File: src/rtl/ps2_host_tx.sv
// PS/2 host-to-device command transmitter: inhibits the bus, then shifts a byte
// with odd parity out on device-generated clocks and reports ACK/NACK or timeout.
module ps2_host_tx #(
    parameter int INHIBIT_CYC = 1718,
    parameter int TIMEOUT_CYC = 214772,
    parameter int FILTER      = 4
) (
    input  logic       clk,
    input  logic       reset_n,
    input  logic       ps2_clk_in,
    input  logic       ps2_data_in,
    output logic       ps2_clk_oe,
    output logic       ps2_data_oe,
    input  logic       tx_req,
    input  logic [7:0] tx_data,
    output logic       tx_busy,
    output logic       tx_done,
    output logic       tx_err
);

    localparam int TO_W  = 18;
    localparam int INH_W = $clog2(INHIBIT_CYC + 1);
    localparam int FLT_W = $clog2(FILTER + 1);

    typedef enum logic [2:0] {
        IDLE,
        INHIBIT,
        SEND,
        WAIT_IDLE,
        DONE
    } state_t;

    // Line index 0 = clock, 1 = data.
    logic [1:0] raw_lvl;
    logic [1:0] filt_lvl;

    assign raw_lvl = {ps2_data_in, ps2_clk_in};

    generate
        for (genvar gi = 0; gi < 2; gi++) begin : g_line
            logic [1:0]       sync_reg;
            logic [FLT_W-1:0] cnt_reg;
            logic             filt_reg;

            // Level only flips after FILTER consecutive samples disagree with it.
            always_ff @(posedge clk or negedge reset_n) begin
                if (!reset_n) begin
                    sync_reg <= 2'b11;
                    cnt_reg  <= '0;
                    filt_reg <= 1'b1;
                end else begin
                    sync_reg <= {sync_reg[0], raw_lvl[gi]};
                    if (sync_reg[1] == filt_reg) begin
                        cnt_reg <= '0;
                    end else if (cnt_reg == FLT_W'(FILTER - 1)) begin
                        filt_reg <= sync_reg[1];
                        cnt_reg  <= '0;
                    end else begin
                        cnt_reg <= cnt_reg + 1'b1;
                    end
                end
            end

            assign filt_lvl[gi] = filt_reg;
        end
    endgenerate

    logic filt_clk;
    logic filt_data;
    logic clk_prev_reg;
    logic clk_fall;

    assign filt_clk  = filt_lvl[0];
    assign filt_data = filt_lvl[1];
    assign clk_fall  = clk_prev_reg & ~filt_clk;

    state_t           state_reg;
    logic [7:0]       data_reg;
    logic             parity_reg;
    logic             err_reg;
    logic [3:0]       bit_cnt_reg;
    logic [INH_W-1:0] inh_cnt_reg;
    logic [TO_W-1:0]  to_cnt_reg;
    logic             clk_oe_reg;
    logic             data_oe_reg;
    logic             busy_reg;
    logic             done_reg;
    logic             err_out_reg;
    logic             timeout_hit;

    assign timeout_hit = (to_cnt_reg == TO_W'(TIMEOUT_CYC - 1));

    always_ff @(posedge clk or negedge reset_n) begin
        if (!reset_n) begin
            state_reg    <= IDLE;
            data_reg     <= '0;
            parity_reg   <= 1'b0;
            err_reg      <= 1'b0;
            bit_cnt_reg  <= '0;
            inh_cnt_reg  <= '0;
            to_cnt_reg   <= '0;
            clk_oe_reg   <= 1'b0;
            data_oe_reg  <= 1'b0;
            busy_reg     <= 1'b0;
            done_reg     <= 1'b0;
            err_out_reg  <= 1'b0;
            clk_prev_reg <= 1'b1;
        end else begin
            clk_prev_reg <= filt_clk;
            done_reg     <= 1'b0;
            err_out_reg  <= 1'b0;
            case (state_reg)
                IDLE: begin
                    if (tx_req) begin
                        data_reg    <= tx_data;
                        parity_reg  <= ~^tx_data;
                        err_reg     <= 1'b0;
                        bit_cnt_reg <= '0;
                        inh_cnt_reg <= '0;
                        to_cnt_reg  <= '0;
                        clk_oe_reg  <= 1'b1;
                        data_oe_reg <= 1'b0;
                        busy_reg    <= 1'b1;
                        state_reg   <= INHIBIT;
                    end
                end
                DONE: begin
                    busy_reg  <= 1'b0;
                    state_reg <= IDLE;
                end
                default: begin
                    // Timeout wins over every per-state action, including the inhibit count.
                    if (timeout_hit) begin
                        clk_oe_reg  <= 1'b0;
                        data_oe_reg <= 1'b0;
                        err_reg     <= 1'b1;
                        done_reg    <= 1'b1;
                        err_out_reg <= 1'b1;
                        state_reg   <= DONE;
                    end else begin
                        to_cnt_reg <= to_cnt_reg + 1'b1;
                        case (state_reg)
                            INHIBIT: begin
                                inh_cnt_reg <= inh_cnt_reg + 1'b1;
                                if (inh_cnt_reg == INH_W'(INHIBIT_CYC - 2)) begin
                                    data_oe_reg <= 1'b1;
                                end
                                if (inh_cnt_reg == INH_W'(INHIBIT_CYC - 1)) begin
                                    clk_oe_reg  <= 1'b0;
                                    data_oe_reg <= 1'b1;
                                    bit_cnt_reg <= '0;
                                    state_reg   <= SEND;
                                end
                            end
                            SEND: begin
                                // bit_cnt_reg holds the number of falling edges seen so far.
                                if (clk_fall) begin
                                    bit_cnt_reg <= bit_cnt_reg + 1'b1;
                                    if (bit_cnt_reg < 4'd8) begin
                                        data_oe_reg <= ~data_reg[bit_cnt_reg[2:0]];
                                    end else if (bit_cnt_reg == 4'd8) begin
                                        data_oe_reg <= ~parity_reg;
                                    end else if (bit_cnt_reg == 4'd9) begin
                                        data_oe_reg <= 1'b0;
                                    end else begin
                                        err_reg   <= filt_data;
                                        state_reg <= WAIT_IDLE;
                                    end
                                end
                            end
                            WAIT_IDLE: begin
                                clk_oe_reg  <= 1'b0;
                                data_oe_reg <= 1'b0;
                                if (filt_clk && filt_data) begin
                                    done_reg    <= 1'b1;
                                    err_out_reg <= err_reg;
                                    state_reg   <= DONE;
                                end
                            end
                            default: ;
                        endcase
                    end
                end
            endcase
        end
    end

    assign ps2_clk_oe  = clk_oe_reg;
    assign ps2_data_oe = data_oe_reg;
    assign tx_busy     = busy_reg;
    assign tx_done     = done_reg;
    assign tx_err      = err_out_reg;

endmodule

File: config.mk
export PLATFORM = sky130hd
export DESIGN_NAME = ps2_host_tx
export DESIGN_NICKNAME = d
export VERILOG_FILES = /design/src/rtl/ps2_host_tx.sv
export SDC_FILE = /design/constraint.sdc
export NUM_CORES = 1
export LEC_CHECK = 0
export CORE_MARGIN = 8
export CORE_UTILIZATION = 48
export DETAILED_ROUTE_END_ITERATION = 12
export GPL_ROUTABILITY_DRIVEN = 0
export GPL_TIMING_DRIVEN = 0
export PLACE_DENSITY = 0.66
export SYNTH_ARGS = -nofsm -noshare
export SYNTH_HDL_FRONTEND = slang
export SYNTH_SLANG_ARGS = --single-unit
File: constraint.sdc
create_clock -name clk -period 2.6 [get_ports clk]
set_input_delay 0.52 -clock clk [delete_from_list [all_inputs] [get_ports clk]]
set_output_delay 0.52 -clock clk [all_outputs]
set_load 0.02 [all_outputs]
==> results of run 1 <==
-- cell type report --
class / instances / area share (%)
multi-input cells: 257 / 43.5
flip-flops and latches: 64 / 40.7
repair buffers: 21 / 5.00
clock buffers: 9 / 3.13
well taps: 96 / 3.04
clock inverters: 7 / 2.02
plain buffers: 13 / 1.42
inverters: 12 / 1.14
-- timing repair --
| action | in CTS | in global routing |
|---|---|---|
| setup endpoints to repair | 31 | 5 |
| pin swaps | 0 | 5 |
| cloned | 0 | 0 |
| endpoints found under the hold margin | 0 | 0 |
| buffers inserted | 0 | 4 |
| gates resized for setup | 2 | 8 |
-- metal layers --
layer	track usage, %	up-vias	share of wire, %
met5	0	-	0
met4	6.86	0	1.8
li1	-	1314	-
met2	25.2	43	47
met3	4.57	14	3.5
met1	20.5	1294	48
-- worst paths after layout --
path | slack [ps] | endpoint | from
max | 60 | ps2_clk_oe | to_cnt_reg[1]
min | 260 | to_cnt_reg[14] | reset_n
max reg2reg | 60 | ps2_clk_oe | to_cnt_reg[1]
min reg2reg | 360 | g_line[0].sync_reg[1] | g_line[0].sync_reg[0]
max in group asynchronous | 1820 | inh_cnt_reg[4] | reset_n
min in group clk | 360 | g_line[0].sync_reg[1] | g_line[0].sync_reg[0]
-- worst register-to-register path, delay by kind of cell, from the launching register on --
kind                       cells  cell delay, ps
buffers and inverters          2             300
DFF                            1             380
AOI/OAI and AO/OA              2             400
adders and majority gates      1             200
and+or+nand+nor                3            1140
-- power breakdown --
group / switching (mW) / total (mW) / internal [mW]
Combinational: 0.0895 / 0.192 / 0.103
Sequential: 0.0535 / 1.14 / 1.08
Clock: 0.430 / 0.882 / 0.452
-- cell families after synthesis --
group | count (synthesis)
mux | 6
compound gates | 73
xor+xnor | 24
fa+ha+maj | 9
buf+inv | 25
simple gates | 145
flops | 64
-- per-stage QoR --
stage | hold WS, ps | util [%] | setup TNS, ps | setup slack (ps)
after detailed placement | 348 | 53.8 | -11340 | -393
after global placement | 346 | 53.8 | -79490 | -1140
after CTS | 278 | 57.0 | 0 | 21.4
final | 255 | 57.9 | 0 | 58.5
after floorplan | 224 | - | 0 | 278
after global routing | 319 | 57.9 | -44.4 | -13.3
-- cell usage in the layout, fill, tap and decap left out, drive strengths merged, types with 14 or more instances in the layout --
| cell | n |
|---|---|
| o21ai | 16 |
| inv | 14 |
| clkdlybuf4s50 | 16 |
| nand2 | 45 |
| clkbuf | 21 |
| a21oi | 18 |
| nor2 | 29 |
| xnor2 | 19 |
| dfrtp | 57 |
==> qor.yml, run 1 <==
cts_tree: "yes"
setup_viol: 0
synth.top_cell.area_share_pct: 42.1
cts_max_level: 3
clk_transition_reported_paths_ps: 80
cts_buffers: 9
syn-instance-count: 346
insertion_delay_ps: 350
outcome: "finished, final reports clean"
path_depth: 8
totalWireLength_mm: 7.55
ctsHoldBuffers: 0
die_x_um: 100
dieArea_mm2: 0.0100
core_mm2: 0.00683
io_pins: 18
drt_pass1_iterations: 4
power_density_mw_per_mm2: 559
root_buffer: "clkbuf_8"
ys_ff_latch: 64
arrival_ps: 2780
end_kind: "register"
relSlewSlack_pct: 46.2
crit_path_top_delay_cell: "or4_4"
regArea_mm2: 0.00161
finalInstanceArea_mm2: 0.00396
cp_cell_sequence: "ha_2 > or4b_4 > or4_4 > buf_6 > buf_4 > nor2_4 > o22ai_1 > a211o_1"
async_reset_ff_share_pct: 100
largest_reg_flops: 18
synthSimpleGateAreaFrac_pct: 21.9
drive_gt1_share_pct: 12.8
critical_path.max_stage_delay_ps: 500
maxSlewViolCount: 0
place_inst: 459
instances_no_fill: 479
critPathRequiredTime_ps: 2840
place_area_mm2: 0.00368
clk_path_buf_depth: 2
worst_slew_pin_slew_ps: 805
ff2ff_path_depth: 8
synth_edf_count: 0
post-route-period-util_pct: 97.8
fillers: 604
path_max_fanout: 6
multi_input_area_mm2: 0.00172
critical_path.top_delay_family: "simple AND/OR/NAND/NOR gates"
power_leakage_nw: 1.66
yosys.area.top_type: "dfrtp_1"
synth.distinct_cells: 63
total_power_mw: 2.21
die_y_um: 100
synth_nets: 368
syn-cell-area_mm2: 0.00339
hold_viol_final: 0
area_growth_pct: 16.8
muxShareOfSynthArea_pct: 2.62
grt_pass1_vias: 2699
num_rows: 30
wl_per_cell_um: 15.8
drtAntennaViolNets: 0
yosysSeqAreaShare_pct: 47.5
synthAdderAreaFrac_pct: 3.32
layout_min_cycle_time_ps: 2540
portBuffers: 17
hold_path.class: "input port to asynchronous set/reset pin"
antenna_found_initial: 0
grt_overflow_total: 0
via_per_inst: 5.56
ys_warn_count: 0
synth_top_family_by_area: "simple AND/OR/NAND/NOR gates"
synth_compound_area_share_pct: 15.4
irDropWorstVdd_uv: 442
dpl.hpwl_mm: 5.09
fin_worst_skew_ps: 8.03
synthTopCellsByArea: "dfrtp_1 (42%), dfstp_2 (5.4%), nand2_1 (5.0%)"
cp-start-kind: "register"
start_util_pct: 49.6
drc: 0
timing.fmax_ghz: 0.393
grt_pass1_wl_mm: 13.0
netlist_top_cells_count: "dfrtp_1 (57), nand2_1 (45), nor2_1 (28), xnor2_1 (19), a21oi_1 (18)"
numClockSinks: 64
groute.usage.overall_pct: 16.2
diodes: 0
grt_max_degree: 65
ys.flop_type: "dfrtp_1"
synth_xor_area_share_pct: 6.20
dr_total_vias: 2665
critPathKind: "register to register"
crit_buf_inv: 2
yosysMostFrequentCell: "dfrtp_1"
first_iter_violations: 158
drv_cap: 0
synth.avg_cell_area_um2: 9.79
nets: 400
(Power assumes the default switching activity.)
==> inputs of run 2 (changes only) <==
--- a/config.mk
+++ b/config.mk
@@ -11,6 +11,7 @@
 export GPL_ROUTABILITY_DRIVEN = 0
 export GPL_TIMING_DRIVEN = 0
 export PLACE_DENSITY = 0.66
+export SLEW_MARGIN = 30
 export SYNTH_ARGS = -nofsm -noshare
 export SYNTH_HDL_FRONTEND = slang
 export SYNTH_SLANG_ARGS = --single-unit
==> run 2 against run 1 <==
Compared with the run above: clock skew down 2.4 ps; die area unchanged; utilization grew 1.1 points; first-iteration DRC count up 22%; design area grew 1.8%; global-route usage fell by 0.059 points; combinational power about the same; power is 0.32% higher; non-clock buffer count increased by 1; clock power grew 0.5%; critical endpoint unchanged; largest power group unchanged; highest routed layer unchanged.
==> qor.yml, run 2 (synthesis results as in run 1) <==
layout_common_cells: "dfrtp_1 (57), nand2_1 (45), nor2_1 (28)"
core_mm2: 0.00683
wl_per_cell_um: 15.8
ff2ff_path_depth: 8
seqPwrFrac_pct: 51.3
finalInstanceArea_mm2: 0.00403
path_max_fanout: 6
regToRegSetupSlack_ps: 50
diodes: 0
arrival_ps: 2790
cp-start-kind: "register"
start_util_pct: 49.6
area_growth_pct: 18.9
largest_reg_flops: 18
end_kind: "register"
tns_ps: 0
dieArea_mm2: 0.0100
portBuffers: 17
r2r-end: "ps2_clk_oe"
clkPwrFrac_pct: 39.9
setup_ws_ps: 48.0
drv_cap: 0
fillers: 614
die_y_um: 100
totalWireLength_mm: 7.57
insertion_delay_ps: 350
cp_cell_sequence: "ha_2 > or4b_4 > or4_4 > buf_6 > buf_12 > nor2_4 > o22ai_2 > a211o_1"
numClockSinks: 64
drive_gt1_share_pct: 14.8
first_iter_violations: 193
clk_path_buf_depth: 2
clk_transition_reported_paths_ps: 80
outcome: "finished, final reports clean"
root_buffer: "clkbuf_8"
cts_tree: "yes"
r2r_start: "to_cnt_reg[0]"
switchingPower_mw: 0.578
drt_pass1_iterations: 4
post-route-period-util_pct: 98.2
fin_worst_skew_ps: 5.66
io_pins: 18
ctsHoldBuffers: 0
num_rows: 30
worst_slew_pin_slew_ps: 812
grt_pass1_vias: 2677
hold_viol_final: 0
power_leakage_nw: 1.68
grt_max_degree: 34
dr_total_vias: 2678
layout_commonest_cell: "dfrtp_1"
cts_buffers: 9
via_per_inst: 5.58
drc: 0
drtAntennaViolNets: 0
irDropWorstVdd_uv: 440
setup_viol: 0
nets: 401
critical_path.max_stage_delay_ps: 500
dpl.hpwl_mm: 5.17
groute.usage.overall_pct: 16.1
critical_path.top_delay_family: "simple AND/OR/NAND/NOR gates"
crit_buf_inv: 2
hold_path.class: "input port to asynchronous set/reset pin"
die_x_um: 100
timing.hold.ws_ps: 100
critPathKind: "register to register"
place_area_mm2: 0.00370
grt_overflow_total: 0
antenna_found_initial: 0
comb_power_share_pct: 8.8
timing.fmax_ghz: 0.392
critPathRequiredTime_ps: 2840
post-route-util_pct: 59.0
maxSlewViolCount: 0
cts_max_level: 3
switching_share_pct: 26.1
crit_path_top_delay_cell: "or4_4"
pre_cts_slack_ps: -161
relSlewSlack_pct: 45.7
internal_power_mw: 1.64
rsz0062_at_grt: "true"
power_density_mw_per_mm2: 550
layout_min_cycle_time_ps: 2550
grt_pass1_wl_mm: 12.9
run 2: cell types whose count changed in the layout (fill, tap and decap cells not counted), sizes merged:
cell / previous run / this run
buf: 6 / 7
run 2: power groups by stage:
stage	clock, mW	sequential (mW)	combinational [mW]
floorplan	0	1.14	0.132
global placement	0	1.15	0.190
detailed placement	0	1.15	0.198
CTS	0.907	1.14	0.200
global route	0.948	1.15	0.223
finish	0.886	1.14	0.195
run 2: repair_timing:
item | 4_1_cts | 5_1_grt
pin swaps | 0 | 20
gates resized for setup | 1 | 17
setup endpoints to repair | 1 | 11
buffers inserted | 0 | 4
run 2: routing by layer:
| layer | up-vias | track usage [%] | share of wire [%] |
|---|---|---|---|
| met3 | 11 | 4.22 | 3.9 |
| li1 | 1313 | - | - |
| met5 | - | 0 | 0 |
| met4 | 0 | 6.40 | 1.8 |
| met1 | 1304 | 20.4 | 46 |
| met2 | 50 | 25.7 | 48 |
run 2: metrics by stage:
step,std cells,power [mW]
after floorplan,346,1.27
after global placement,459,1.34
after detailed placement,460,1.35
after CTS,476,2.24
after global routing,480,2.32
final,480,2.22
run 2: how the worst max path moves through the flow:
stage                             start               to  slack, ps  cells past startpoint
after floorplan           to_cnt_reg[0]       ps2_clk_oe        280                      7
after global placement          reset_n      data_reg[3]      -1140                      1
after detailed placement         tx_req  inh_cnt_reg[10]       -160                      6
after CTS                 to_cnt_reg[0]       ps2_clk_oe         10                      7
after global routing      to_cnt_reg[0]       ps2_clk_oe        -30                      8
final                     to_cnt_reg[0]       ps2_clk_oe         50                      8
run 2: area by class of cell:
| type | count | area, um2 | share of cell area, % |
|---|---|---|---|
| well taps | 96 | 120 | 2.98 |
| inverters | 12 | 45.0 | 1.12 |
| plain buffers | 13 | 56.3 | 1.40 |
| clock buffers | 9 | 124 | 3.07 |
| clock inverters | 7 | 80.1 | 1.99 |
| flip-flops and latches | 64 | 1610 | 40.0 |
| multi-input cells | 257 | 1760 | 43.6 |
| repair buffers | 22 | 238 | 5.90 |
run 2: worst reg2reg max path, stage by stage, from the launching register on:
cell and delay (ps):
dfrtp_1 400, ha_2 210, or4b_4 480, or4_4 500, buf_6 150, buf_12 130
nor2_4 180, o22ai_2 100, a211o_1 290
